<file path="config.mk">
export PLATFORM = sky130hd
export DESIGN_NAME = paralelo_serie
export DESIGN_NICKNAME = d
export VERILOG_FILES = /design/src/rtl/paralelo_serie_pkg.sv /design/src/rtl/paralelo_serie.sv
export SDC_FILE = /design/constraint.sdc
export NUM_CORES = 1
export LEC_CHECK = 0
export ABC_AREA = 1
export BUFFER_PORTS_ARGS = -buffer_cell sky130_fd_sc_hd__clkbuf_2
export CAP_MARGIN = 20
export CORE_UTILIZATION = 40
export CTS_BUF_LIST = sky130_fd_sc_hd__clkbuf_2 sky130_fd_sc_hd__clkbuf_4 sky130_fd_sc_hd__clkbuf_8
export DETAILED_ROUTE_END_ITERATION = 8
export GPL_ROUTABILITY_DRIVEN = 0
export GPL_TIMING_DRIVEN = 0
export HOLD_SLACK_MARGIN = 0.15
export PLACE_DENSITY_LB_ADDON = 0.05
export SETUP_SLACK_MARGIN = 0.02
export SYNTH_ARGS = -nofsm -noshare
export SYNTH_HDL_FRONTEND = slang
export SYNTH_SLANG_ARGS = --single-unit
</file>
<file path="constraint.sdc">
create_clock -name clk_32f -period 1.65 [get_ports clk_32f]
set_input_delay 0.33 -clock clk_32f [delete_from_list [all_inputs] [get_ports clk_32f]]
set_output_delay 0.33 -clock clk_32f [all_outputs]
set_load 0.05 [all_outputs]
</file>
<file path="src/rtl/paralelo_serie_pkg.sv">
// ---------------------------------------------------------------------------
// paralelo_serie_pkg
// Definitions shared by the parallel-to-serial transmitter (paralelo_serie)
// and its matching receiver (serial_paralelo):
//   - default idle/comma byte and default sync preamble length
//   - link state encoding (SYNC while the preamble is sent, RUN afterwards)
// ---------------------------------------------------------------------------
package paralelo_serie_pkg;

    // Idle/comma byte sent whenever no valid data is available.
    localparam logic [7:0]  BC_WORD_DEFAULT    = 8'hBC;

    // Number of comma bytes in the preamble that follows reset.
    localparam int unsigned SYNC_COUNT_DEFAULT = 4;

    typedef enum logic {
        SYNC = 1'b0,
        RUN  = 1'b1
    } link_state_e;

endpackage : paralelo_serie_pkg

</file>
<file path="src/rtl/paralelo_serie.sv">
// ---------------------------------------------------------------------------
// paralelo_serie
// Parallel-to-serial transmitter. One byte is loaded every 8 bit-clock
// cycles and shifted out MSB first. After reset a preamble of SYNC_COUNT
// comma bytes (BC_WORD) is sent before upstream data is accepted; once
// running, BC_WORD fills every slot without valid data.
//
// Parameters
//   BC_WORD     idle/comma byte
//   SYNC_COUNT  comma bytes in the post-reset preamble (must be >= 1)
//
// Ports
//   clk_32f    in   1  bit-rate clock, all state updates on rising edge
//   reset_L    in   1  asynchronous active-low reset
//   data_in    in   8  parallel byte, sampled only on a load edge
//   valid_in   in   1  data_in is valid, sampled only on a load edge
//   data_out   out  1  serial bit stream, MSB first
//   load       out  1  high when the next rising edge samples data_in/valid_in
//   bit_cnt    out  3  index of the bit currently on data_out (0 = MSB)
//   tx_active  out  1  preamble committed; upstream may present data
// ---------------------------------------------------------------------------
module paralelo_serie
    import paralelo_serie_pkg::*;
#(
    parameter logic [7:0]  BC_WORD    = BC_WORD_DEFAULT,
    parameter int unsigned SYNC_COUNT = SYNC_COUNT_DEFAULT
) (
    input  logic       clk_32f,
    input  logic       reset_L,
    input  logic [7:0] data_in,
    input  logic       valid_in,
    output logic       data_out,
    output logic       load,
    output logic [2:0] bit_cnt,
    output logic       tx_active
);

    localparam int CNT_W = $clog2(SYNC_COUNT + 1);
    localparam logic [CNT_W-1:0] SYNC_LAST = CNT_W'(SYNC_COUNT);

    link_state_e      state;
    link_state_e      state_next;
    logic [CNT_W-1:0] sync_cnt;
    logic [CNT_W-1:0] sync_cnt_next;
    logic [7:0]       byte_next;
    logic [7:0]       shift_reg;

    // Preamble counter never runs past the preamble length.
    function automatic logic [CNT_W-1:0] sat_inc(input logic [CNT_W-1:0] v);
        if (v >= SYNC_LAST) begin
            return SYNC_LAST;
        end
        return v + CNT_W'(1);
    endfunction

    // bit_cnt resets to 7 so the first edge after reset is a load edge.
    assign load      = (bit_cnt == 3'd7);
    assign data_out  = shift_reg[7];
    assign tx_active = (state == RUN);

    // ---- FSM state register ----
    always_ff @(posedge clk_32f or negedge reset_L) begin
        if (!reset_L) begin
            state    <= SYNC;
            sync_cnt <= '0;
        end else begin
            state    <= state_next;
            sync_cnt <= sync_cnt_next;
        end
    end

    // ---- FSM next state and byte selection ----
    // byte_next only matters on load edges; outside them it is ignored.
    always_comb begin
        state_next    = state;
        sync_cnt_next = sync_cnt;
        byte_next     = BC_WORD;
        case (state)
            SYNC: begin
                // data_in is dropped during the preamble regardless of valid_in
                if (load) begin
                    sync_cnt_next = sat_inc(sync_cnt);
                    if (sat_inc(sync_cnt) == SYNC_LAST) begin
                        state_next = RUN;
                    end
                end
            end
            RUN: begin
                // A valid byte equal to BC_WORD goes out unchanged.
                if (valid_in) begin
                    byte_next = data_in;
                end
            end
            default: begin
                state_next = SYNC;
            end
        endcase
    end

    // ---- bit counter and shift register ----
    always_ff @(posedge clk_32f or negedge reset_L) begin
        if (!reset_L) begin
            bit_cnt   <= 3'd7;
            shift_reg <= '0;
        end else begin
            bit_cnt <= bit_cnt + 3'd1;
            if (load) begin
                shift_reg <= byte_next;
            end else begin
                shift_reg <= {shift_reg[6:0], 1'b0};
            end
        end
    end

endmodule : paralelo_serie

</file>
==> flow_results.xml <==
<?xml version="1.0" encoding="UTF-8"?>
<metrics>
  <group name="outcome">
    <metric name="outcome" unit="">complete, no violations</metric>
  </group>
  <group name="sta">
    <metric name="rsz0062_at_grt" unit="">true</metric>
    <metric name="fin_setup_tns" unit="ps">0</metric>
    <metric name="post-route-period-util" unit="%">98.46</metric>
    <metric name="postLayoutSetupSlackWorst" unit="ps">25.47</metric>
    <metric name="crit_path_time_final" unit="ps">1625</metric>
    <metric name="timing_hold_violations_final" unit="">0</metric>
    <metric name="finClkSkew" unit="ps">5.793</metric>
    <metric name="drv_slew" unit="">0</metric>
    <metric name="maxSlewHeadroom" unit="%">75.10</metric>
    <metric name="setup_viol" unit="">0</metric>
    <metric name="worstMarginPinSlew" unit="ps">373.6</metric>
    <metric name="max_clk_rate" unit="GHz">0.6156</metric>
  </group>
  <group name="yosys">
    <metric name="synthesized_area_per_cell" unit="sq um">10.13</metric>
    <metric name="synthCells" unit="">63</metric>
    <metric name="syn-num-nets" unit="">78</metric>
    <metric name="ys_seq_elements" unit="">15</metric>
    <metric name="yosys.cell_types.count" unit="">13</metric>
    <metric name="synth_seq_area_share" unit="%">59.41</metric>
    <metric name="mappedNetlistArea" unit="sq um">638.1</metric>
    <metric name="yosys_warnings" unit="">0</metric>
  </group>
  <group name="grt">
    <metric name="track_usage" unit="%">15.44</metric>
    <metric name="grt_antenna_before_repair" unit="">0</metric>
    <metric name="grt_pass1_vias" unit="">455</metric>
    <metric name="grt_first_pass_wirelength" unit="um">1904</metric>
    <metric name="grt-ovfl-total" unit="">0</metric>
    <metric name="grt_start_max_net_pins" unit="">16</metric>
  </group>
  <group name="placed_design">
    <metric name="portbufs" unit="">16</metric>
    <metric name="pre_cts_slack" unit="ps">248.0</metric>
    <metric name="dp_hpwl" unit="um">736.6</metric>
  </group>
  <group name="critical_path">
    <metric name="critical_path_required" unit="ps">1320</metric>
    <metric name="critPathCaptureType" unit="">primary output</metric>
    <metric name="cp_max_fo" unit="">2</metric>
    <metric name="critical_path_arrival" unit="ps">1290</metric>
    <metric name="critical_path_class" unit="">reg2out</metric>
    <metric name="timing.critical_path.from_type" unit="">flip-flop</metric>
  </group>
  <group name="final_layout">
    <metric name="final.fill_count" unit="">143</metric>
    <metric name="num-nets-final" unit="">102</metric>
    <metric name="area_of_combinational_cells_with_multiple_inputs" unit="sq um">239.0</metric>
    <metric name="largest_register_ffs" unit="">8</metric>
    <metric name="num_antenna_cells" unit="">0</metric>
    <metric name="final_cell_mix" unit="">20 x sky130_fd_sc_hd__nor2_1, 15 x sky130_fd_sc_hd__clkbuf_2, 12 x sky130_fd_sc_hd__dfrtp_1</metric>
    <metric name="synthToLayoutAreaGrowth" unit="%">31.37</metric>
    <metric name="register_area" unit="sq um">379.1</metric>
    <metric name="drive_gt1_share" unit="%">38.37</metric>
    <metric name="leading_cell_type_in_the_layout_fill_and_taps_excluded" unit="">sky130_fd_sc_hd__nor2_1</metric>
  </group>
  <group name="power_and_ir_drop">
    <metric name="internal_power" unit="uW">501.3</metric>
    <metric name="share_seq_of_total_power" unit="%">59.1</metric>
    <metric name="max-vdd-ir-drop" unit="uV">486.1</metric>
    <metric name="power.share.combinational" unit="%">5.4</metric>
    <metric name="power_frac_clock" unit="%">35.5</metric>
    <metric name="power_per_cell_area" unit="mW/mm^2">763.6</metric>
    <metric name="switching_power_summed_over_all_nets" unit="uW">138.8</metric>
    <metric name="power_switching_share" unit="%">21.68</metric>
    <metric name="static-leakage-power" unit="nW">0.4473</metric>
  </group>
  <group name="die">
    <metric name="initial_core_util" unit="%">42.36</metric>
    <metric name="rows" unit="">14</metric>
    <metric name="chipWidth" unit="um">41.94</metric>
    <metric name="die_area" unit="sq mm">0.001759</metric>
    <metric name="floorplan.core_area" unit="sq mm">0.001506</metric>
    <metric name="design.portCount" unit="">17</metric>
    <metric name="die_h" unit="um">41.94</metric>
  </group>
  <group name="hold_path">
    <metric name="worst_hold_path_type" unit="">in2reg</metric>
  </group>
  <group name="route">
    <metric name="routed_via_density" unit="">4.549</metric>
    <metric name="route.detailed.drc" unit="">0</metric>
    <metric name="antenna_left" unit="">0</metric>
    <metric name="drt_iter0_drc" unit="">4</metric>
    <metric name="dr.pass1.iters" unit="">2</metric>
    <metric name="route.detailed.wl_per_inst" unit="um">10.36</metric>
    <metric name="postRouteWirelength" unit="um">1057</metric>
    <metric name="vias" unit="">464</metric>
  </group>
  <group name="clock_tree">
    <metric name="cts.reportedPaths.clkPinSlew" unit="ps">90</metric>
    <metric name="sinks_on_the_clock_net" unit="">15</metric>
    <metric name="cts_made_buffers" unit="">3</metric>
    <metric name="cts-root-buf" unit="">sky130_fd_sc_hd__clkbuf_4</metric>
    <metric name="number_of_levels_in_the_clock_h_tree" unit="">1</metric>
    <metric name="cts-root-to-sink-buffers" unit="">2</metric>
    <metric name="clk_latency" unit="ps">290</metric>
    <metric name="clock_tree_from_tritoncts" unit="">done</metric>
  </group>
  <group name="job">
    <metric name="maxCapViolations" unit="">0</metric>
  </group>
</metrics>
## worst paths after layout
check | from | end | slack, ps | cells past startpoint
max in group asynchronous | reset_L | bit_cnt[2] | 850 | 2
worst max register to register | bit_cnt[0] | shift_reg[4] | 160 | 7
worst min-delay path | data_in[0] | shift_reg[0] | 230 | 3
min in group asynchronous | reset_L | shift_reg[7] | 480 | 2
worst min register to register | shift_reg[0] | shift_reg[1] | 450 | 2
worst max-delay path | bit_cnt[0] | load | 30 | 3
## per-layer routing
layer / global-route usage [%] / vias up / wire [um]
li1: - / 234 / -
met1: 18.41 / 212 / 489
met2: 23.75 / 14 / 488
met3: 2.609 / 4 / 43
met4: 13.55 / 0 / 36
met5: 0 / - / 0
## critical path, stage by stage, from the launching register on
cell and delay, ps:
sky130_fd_sc_hd__dfstp_2 570, sky130_fd_sc_hd__ha_4 140, sky130_fd_sc_hd__ha_4 140, sky130_fd_sc_hd__clkbuf_16 150
## cell families after synthesis
group | after synthesis | synth area share [%]
buffers and inverters | 10 | 7.058
flip-flops | 15 | 59.41
adder cells (fa/ha/maj) | 4 | 7.843
AO/OA/AOI/OAI | 6 | 5.881
AND/OR/NAND/NOR | 28 | 19.80
## what timing repair did
action,4_1_cts,5_1_grt
endpoints found under the setup margin,1,1
pin swaps,0,2
cloned,0,0
buffers inserted,1,1
hold buffers,1,0
endpoints found under the hold margin,12,0
gates resized for setup,3,0
## power groups by stage
stage          logic (mW)  clock network, mW  registers [mW]
2_1_floorplan     0.00838                  0           0.390
4_1_cts            0.0359              0.239           0.378
5_1_grt            0.0402              0.256           0.379
3_5_place_dp       0.0340                  0           0.385
6_report           0.0348              0.227           0.378
3_3_place_gp       0.0336                  0           0.385
## through the flow
stage | utilization [%] | hold slack (ps) | cells | cell area, sq um | total power, mW
finish | 55.65 | 228.6 | 102 | 838.3 | 0.6401
global route | 55.65 | 220.4 | 102 | 838.3 | 0.6750
global placement | 50.66 | 261.7 | 95 | 763.2 | 0.4187
floorplan | - | 34.41 | 63 | 663.1 | 0.3979
CTS | 55.15 | 221.4 | 101 | 830.8 | 0.6534
detailed placement | 50.66 | 261.6 | 95 | 763.2 | 0.4194
## cells in the mapped netlist
| library cell | count | area, sq um |
|---|---|---|
| sky130_fd_sc_hd__a21oi_1 | 3 | 15.01 |
| sky130_fd_sc_hd__buf_6 | 1 | 11.26 |
| sky130_fd_sc_hd__dfrtp_1 | 12 | 300.3 |
| sky130_fd_sc_hd__dfstp_2 | 3 | 78.83 |
| sky130_fd_sc_hd__ha_1 | 4 | 50.05 |
| sky130_fd_sc_hd__inv_1 | 8 | 30.03 |
| sky130_fd_sc_hd__inv_2 | 1 | 3.750 |
| sky130_fd_sc_hd__nand2_1 | 6 | 22.52 |
| sky130_fd_sc_hd__nand2_4 | 1 | 11.26 |
| sky130_fd_sc_hd__nand3_4 | 1 | 17.52 |
| sky130_fd_sc_hd__nor2_1 | 20 | 75.07 |
| sky130_fd_sc_hd__o21ai_0 | 1 | 5.000 |
| sky130_fd_sc_hd__o21ai_2 | 2 | 17.52 |
## area by class of cell
cell class | instances | share of cell area [%]
Sequential cell | 15 | 45.22
Clock buffer | 4 | 3.582
Buffer | 1 | 1.343
Tap cell | 16 | 2.388
Multi-Input combinational cell | 38 | 28.51
Inverter | 9 | 4.030
Timing Repair Buffer | 19 | 14.93
No activity file was read; power rests on OpenSTA's default activity.
